### src/rtl/nor_sweep_ctrl.sv
// Sweeps {x,y,z} through 0..7 into the NOR function block, holds each vector
// for DWELL settle cycles, samples f_in and checks it against EXP_TT.
module nor_sweep_ctrl #(
    parameter int         DWELL  = 4,
    parameter logic [7:0] EXP_TT = 8'h3A
) (
    input  logic       clk,
    input  logic       rst_n,
    input  logic       start,
    input  logic       abort,
    input  logic       f_in,
    output logic       x,
    output logic       y,
    output logic       z,
    output logic       busy,
    output logic       done,
    output logic       pass,
    output logic [3:0] err_cnt,
    output logic [2:0] fail_vec,
    output logic       fail_valid
);

    localparam int CW = (DWELL > 1) ? $clog2(DWELL) : 1;

    localparam logic [1:0] S_IDLE   = 2'd0;
    localparam logic [1:0] S_SETTLE = 2'd1;
    localparam logic [1:0] S_SAMPLE = 2'd2;
    localparam logic [1:0] S_DONE   = 2'd3;

    logic [1:0]    state;
    logic [2:0]    vec;
    logic [CW-1:0] cnt;

    // vec is registered, so the drive lines are registered outputs too
    assign x = vec[2];
    assign y = vec[1];
    assign z = vec[0];

    always_ff @(posedge clk or negedge rst_n) begin
        if (!rst_n) begin
            state      <= S_IDLE;
            vec        <= 3'd0;
            cnt        <= '0;
            busy       <= 1'b0;
            done       <= 1'b0;
            pass       <= 1'b0;
            err_cnt    <= 4'd0;
            fail_vec   <= 3'd0;
            fail_valid <= 1'b0;
        end else begin
            done <= 1'b0;
            case (state)
                S_IDLE: begin
                    if (start && !abort) begin
                        state      <= S_SETTLE;
                        vec        <= 3'd0;
                        cnt        <= CW'(DWELL - 1);
                        busy       <= 1'b1;
                        pass       <= 1'b0;
                        err_cnt    <= 4'd0;
                        fail_vec   <= 3'd0;
                        fail_valid <= 1'b0;
                    end
                end
                S_SETTLE: begin
                    if (abort) begin
                        state <= S_IDLE;
                        busy  <= 1'b0;
                        vec   <= 3'd0;
                        pass  <= 1'b0;
                    end else if (cnt == '0) begin
                        state <= S_SAMPLE;
                    end else begin
                        cnt <= cnt - 1'b1;
                    end
                end
                S_SAMPLE: begin
                    // an aborted sample cycle drops its compare result
                    if (abort) begin
                        state <= S_IDLE;
                        busy  <= 1'b0;
                        vec   <= 3'd0;
                        pass  <= 1'b0;
                    end else begin
                        if (f_in != EXP_TT[vec]) begin
                            err_cnt <= err_cnt + 4'd1;
                            if (!fail_valid) begin
                                fail_vec   <= vec;
                                fail_valid <= 1'b1;
                            end
                        end
                        if (vec == 3'd7) begin
                            state <= S_DONE;
                        end else begin
                            vec   <= vec + 3'd1;
                            cnt   <= CW'(DWELL - 1);
                            state <= S_SETTLE;
                        end
                    end
                end
                S_DONE: begin
                    state <= S_IDLE;
                    done  <= 1'b1;
                    busy  <= 1'b0;
                    pass  <= (err_cnt == 4'd0);
                    vec   <= 3'd0;
                end
                default: state <= S_IDLE;
            endcase
        end
    end

endmodule
### config.mk
export PLATFORM = sky130hd
export DESIGN_NAME = nor_sweep_ctrl
export DESIGN_NICKNAME = d
export VERILOG_FILES = /design/src/rtl/nor_sweep_ctrl.sv
export SDC_FILE = /design/constraint.sdc
export NUM_CORES = 1
export LEC_CHECK = 0
export CORE_UTILIZATION = 50
export CTS_CLUSTER_DIAMETER = 150
export DETAILED_ROUTE_END_ITERATION = 12
export GPL_ROUTABILITY_DRIVEN = 0
export PLACE_DENSITY = 0.75
export SYNTH_ARGS = -nofsm -noshare
export SYNTH_HDL_FRONTEND = slang
export SYNTH_SLANG_ARGS = --single-unit
### constraint.sdc
create_clock -name clk -period 2.57 [get_ports clk]
set_clock_uncertainty 0.2 [all_clocks]
set_input_delay 0.257 -clock clk [delete_from_list [all_inputs] [get_ports clk]]
set_output_delay 0.257 -clock clk [all_outputs]
set_load 0.03 [all_outputs]
==> results.yml, run 1 <==
global_route:
  grt_pass1_vias: 972
  grt_max_degree: 19
  grt_pass1_wl_um: 4310
  antenna_found_initial: 0
  gr-usage-all-layers_pct: 22.3
  grt_overflow: 0
logic_synthesis:
  synth-async-reset-ratio_pct: 100
  ys_types: 41
  ys.flop_type: "dfrtp_1"
  synth_cells: 123
  ys_seq_area_share_pct: 37.9
  ys.warnings.count: 0
  synth.avg_cell_area_um2: 9.65
  synth_area_um2: 1190
  ys_ff_latch: 18
  synth_nets: 137
  synth_edf_count: 0
placed_design:
  dpl-instance-area_um2: 1380
  dpl_worst_slack_ns: 0.261
  hpwl_um: 1770
  io_buffers: 18
  placedCellCount: 166
sta:
  finalSetupViolations: 0
  hold_viol: 0
  worstMarginPinSlew_ns: 0.785
  max_clock_freq_mhz: 423
  rsz0062_at_grt: "no"
  layout_setup_ws_ns: 0.206
  timing.final.crit_share_pct: 92.0
  period_minus_slack_ns: 2.36
  tns_ns: 0
  relSlewSlack_pct: 47.5
  final_max_slew_viol_count: 0
clocking:
  cts_buffers: 3
  cts_sinks: 18
  clkLatencyLatePin_ns: 0.29
  cts_setup_buffers: 0
  cts_tree: "yes"
  cts_htree_levels: 1
  clk_path_buf_depth: 2
  ctsResizeCount: 0
  ctsHoldBuffers: 0
  cts-root-buf: "clkbuf_4"
  path_clk_slew_ns: 0.10
power_and_ir_drop:
  leakagePower_nw: 0.609
  ir_drop_mv: 0.464
  p_per_area_nw_per_um2: 685
finish:
  n_antenna_cell: 0
  areaGrowthSynthToFinish_pct: 17.9
  layout-drive-gt1-share_pct: 15.6
  fin_cells: 169
  postLayoutCoreUtil_pct: 62.7
  fin_nets: 157
  finalInstanceArea_um2: 1400
routing:
  vias: 1008
  viasPerCell: 5.96
  drtIter0Drc: 16
  drc: 0
  antenna_left: 0
  wl_um: 2430
  firstDrtPassIters: 4
  avgRoutedWirePerCell_um: 14.4
floorplan:
  fp.dieW_um: 50.7
  ioPinCount: 19
  core_um2: 2230
  fp-row-count: 17
  initial_core_util_pct: 53.2
  floorplan.die.height_um: 50.7
  die-area_um2: 2570
run_status:
  status: "completed"
critical_path:
  critPathCaptureType: "register"
  crit_arrival_ns: 2.35
  cp.required_ns: 2.56
  path_max_fanout: 14
  start_kind: "register"
  crit_type: "reg -> reg"
worst_hold_path:
  hp-class: "in -> async"
run:
  drv_cap: 0
registers in the layout, summed over array words and instances, names as in the netlist:
register / count
err_cnt: 4
fail_vec: 3
vec: 3
cnt: 2
state: 2
busy: 1
done: 1
fail_valid: 1
pass: 1
placed cells by master (no fill, tap or decap), types with 5 or more instances in the layout:
master	n
clkdlybuf4s50_1	18
ha_1	9
nand2_1	14
mux2_2	6
nor2_1	5
dfrtp_1	18
o21ai_0	5
a21oi_1	6
inv_1	10
critical path, stage by stage (launching register included):
cell and delay, ns:
dfrtp_1 0.43, inv_1 0.13, ha_1 0.34, mux2_2 0.39
nand2_1 0.33, a2111oi_0 0.12, a221o_2 0.31
cell families after synthesis:
group | share of synthesized area (%)
flip-flops | 37.9
adder cells (fa/ha/maj) | 9.48
AO/OA/AOI/OAI | 22.6
multiplexers | 5.69
AND/OR/NAND/NOR | 17.2
buffers and inverters | 7.17
per-stage QoR:
stage	total power, mW	hold slack [ns]
6_report	0.959	0.211
5_1_grt	1.03	0.290
4_1_cts	0.960	0.250
3_5_place_dp	0.818	0.297
3_3_place_gp	0.795	0.289
2_1_floorplan	0.698	-0.239
final timing paths:
path | start | to | slack [ns] | depth (start not counted)
max reg2reg | state[1]$_DFFE_PN0P_ | fail_vec[2]$_DFFE_PN0P_ | 0.21 | 6
min | rst_n | vec[0]$_DFFE_PN0P_ | 0.21 | 1
min reg2reg | cnt[1]$_DFFE_PN0P_ | cnt[1]$_DFFE_PN0P_ | 0.31 | 1
min in group clk | cnt[1]$_DFFE_PN0P_ | cnt[1]$_DFFE_PN0P_ | 0.31 | 1
max in group asynchronous | rst_n | err_cnt[3]$_DFFE_PN0P_ | 1.47 | 1
max | state[1]$_DFFE_PN0P_ | fail_vec[2]$_DFFE_PN0P_ | 0.21 | 6
Yosys cell counts, types with 2 or more instances:
cell | count | share of area, %
a2111oi_0 | 3 | 2.2
a21oi_1 | 6 | 2.5
a221o_2 | 2 | 1.9
a31oi_1 | 3 | 1.6
and2_2 | 3 | 1.9
and3_1 | 2 | 1.1
buf_2 | 2 | 0.84
buf_6 | 3 | 2.8
dfrtp_1 | 18 | 38
ha_1 | 9 | 9.5
inv_1 | 10 | 3.2
mux2_2 | 6 | 5.7
nand2_1 | 14 | 4.4
nand2b_1 | 2 | 1.1
nand3_1 | 2 | 0.84
nor2_1 | 5 | 1.6
nor3_1 | 2 | 0.84
o211ai_1 | 2 | 1.3
o21ai_0 | 5 | 2.1
o22ai_1 | 3 | 1.6
power breakdown:
group          leakage, nW  internal, mW  switching [mW]
registers            0.238         0.330          0.0465
logic                0.357         0.183           0.258
clock network       0.0138        0.0546          0.0870
area by class of cell:
cell class	instances	area, µm²
clock buffer	3	22.5
fill	191	833
tap	28	35.0
inverter	10	37.5
sequential	18	450
multi-input combinational	89	652
timing repair buffer	21	203
metal layers:
metal / routed length, µm / track usage [%]
met1: 1120 / 29.8
met2: 1200 / 36.2
met3: 97 / 3.94
met4: 12 / 6.94
met5: 0 / 0
(Power assumes the default switching activity.)
==> inputs of run 2 (changes only) <==
--- a/config.mk
+++ b/config.mk
@@ -9,7 +9,8 @@
 export CTS_CLUSTER_DIAMETER = 150
 export DETAILED_ROUTE_END_ITERATION = 12
 export GPL_ROUTABILITY_DRIVEN = 0
-export PLACE_DENSITY = 0.75
+export PLACE_DENSITY_LB_ADDON = 0.3
+export RECOVER_POWER = 50
 export SYNTH_ARGS = -nofsm -noshare
 export SYNTH_HDL_FRONTEND = slang
 export SYNTH_SLANG_ARGS = --single-unit
==> run 2 against run 1 <==
Against the previous run: wire length about the same; clock-buffer cell count increased by 1; combinational power decreased by 1%; core utilization increased by 0.62 points; final area increased by 0.98%; total power increased by 2.5%; critical path type unchanged; critical endpoint is now fail_vec[0]$_DFFE_PN0P_; largest power group unchanged; highest routed layer unchanged.
==> results.yml, run 2 (synthesis results as in run 1) <==
global_route:
  antenna_found_initial: 0
  grt_max_degree: 19
  grt_pass1_wl_um: 4150
  grt_overflow: 0
  gr-usage-all-layers_pct: 21.6
  grt_pass1_vias: 948
sta:
  final_max_slew_viol_count: 0
  finalSetupViolations: 0
  relSlewSlack_pct: 43.9
  hold_viol: 0
  timing.final.crit_share_pct: 91.1
  tns_ns: 0
  max_clock_freq_mhz: 427
  worstMarginPinSlew_ns: 0.838
  period_minus_slack_ns: 2.34
  rsz0062_at_grt: "no"
floorplan:
  floorplan.die.height_um: 50.7
  fp.dieW_um: 50.7
  ioPinCount: 19
  die-area_um2: 2570
  initial_core_util_pct: 53.2
  fp-row-count: 17
  core_um2: 2230
clocking:
  path_clk_slew_ns: 0.10
  cts_buffers: 3
  cts_sinks: 18
  cts-root-buf: "clkbuf_4"
  clk_path_buf_depth: 2
  ctsResizeCount: 0
  cts_setup_buffers: 0
  cts_tree: "yes"
  cts_htree_levels: 1
  clkLatencyLatePin_ns: 0.29
  ctsHoldBuffers: 0
routing:
  antenna_left: 0
  wl_um: 2430
  drtIter0Drc: 23
  drc: 0
  vias: 991
  avgRoutedWirePerCell_um: 14.3
  firstDrtPassIters: 4
  viasPerCell: 5.83
finish:
  final_common_cell: "dfrtp_1"
  n_antenna_cell: 0
  fillCellCount: 187
  reg_top3: "err_cnt x4, fail_vec x3, vec x3"
  fin_nets: 157
  areaGrowthSynthToFinish_pct: 19.1
  final_cell_mix: "18 x dfrtp_1, 15 x clkdlybuf4s50_1, 14 x nand2_1, 10 x inv_1, 9 x ha_1"
  largest_reg_flops: 4
  layout-drive-gt1-share_pct: 16.2
  fin_cells: 170
  largest_register: "err_cnt"
placed_design:
  io_buffers: 18
  hpwl_um: 1770
  placedCellCount: 166
power_and_ir_drop:
  p_total_uw: 983
  ir_drop_mv: 0.538
  leakagePower_nw: 0.624
  p_per_area_nw_per_um2: 695
worst_hold_path:
  hp-class: "in -> async"
critical_path:
  path_max_fanout: 14
  start_kind: "register"
  cp.required_ns: 2.56
  critPathCaptureType: "register"
  crit_type: "reg -> reg"
  crit_arrival_ns: 2.33
run_status:
  status: "completed"
run:
  drv_cap: 0
-- run 2: cell count changes in the layout (fill, tap and decap cells not counted), sizes merged --
cell / delta
clkbuf: +1
clkdlybuf4s50: -3
dlygate4sd3: +3
-- run 2: path summary, 6_finish.rpt --
| path | to | from | slack, ns | depth (start not counted) |
|---|---|---|---|---|
| setup / recovery | fail_vec[0]$_DFFE_PN0P_ | state[0]$_DFFE_PN0P_ | 0.23 | 6 |
| hold / removal | busy$_DFFE_PN0P_ | rst_n | 0.30 | 1 |
| setup reg to reg | fail_vec[0]$_DFFE_PN0P_ | state[0]$_DFFE_PN0P_ | 0.23 | 6 |
| hold reg to reg | cnt[1]$_DFFE_PN0P_ | cnt[1]$_DFFE_PN0P_ | 0.32 | 1 |
| max in group asynchronous | fail_valid$_DFFE_PN0P_ | rst_n | 1.35 | 1 |
| min in group clk | cnt[1]$_DFFE_PN0P_ | cnt[1]$_DFFE_PN0P_ | 0.32 | 1 |
-- run 2: per-stage QoR --
stage / hold WS, ns / utilization, % / cell area [µm²] / setup slack, ns
2_1_floorplan: -0.239 / - / 1190 / 0.442
4_1_cts: 0.247 / 63.3 / 1410 / 0.222
3_3_place_gp: 0.295 / 61.7 / 1380 / 0.336
3_5_place_dp: 0.299 / 61.7 / 1380 / 0.248
6_report: 0.303 / 63.3 / 1410 / 0.230
5_1_grt: 0.360 / 63.3 / 1410 / 0.0298
-- run 2: where the power goes --
part,internal [mW],switching [mW]
Sequential,0.330,0.0442
Combinational,0.182,0.254
Clock,0.0863,0.0868
-- run 2: layout make-up --
type	count	area, µm²	share of cell area, %
clock buffers	4	36.3	2.57
inverters	10	37.5	2.65
multi-input cells	89	652	46.1
flip-flops and latches	18	450	31.9
well taps	28	35.0	2.48
repair buffers	21	203	14.3
-- run 2: layer usage --
| metal | vias up | GRT usage, % | routed length (µm) |
|---|---|---|---|
| met5 | - | 0 | 0 |
| met2 | 23 | 36.0 | 1150 |
| li1 | 489 | - | - |
| met4 | 0 | 6.48 | 13 |
| met3 | 2 | 6.06 | 103 |
| met1 | 477 | 27.0 | 1160 |
-- run 2: worst max-delay path, cell delays in order, from the launching register on --
cell,delay (ns)
dfrtp_1,0.43
inv_1,0.11
ha_1,0.32
mux2_2,0.38
nand2_1,0.35
a2111oi_0,0.12
a221o_2,0.32
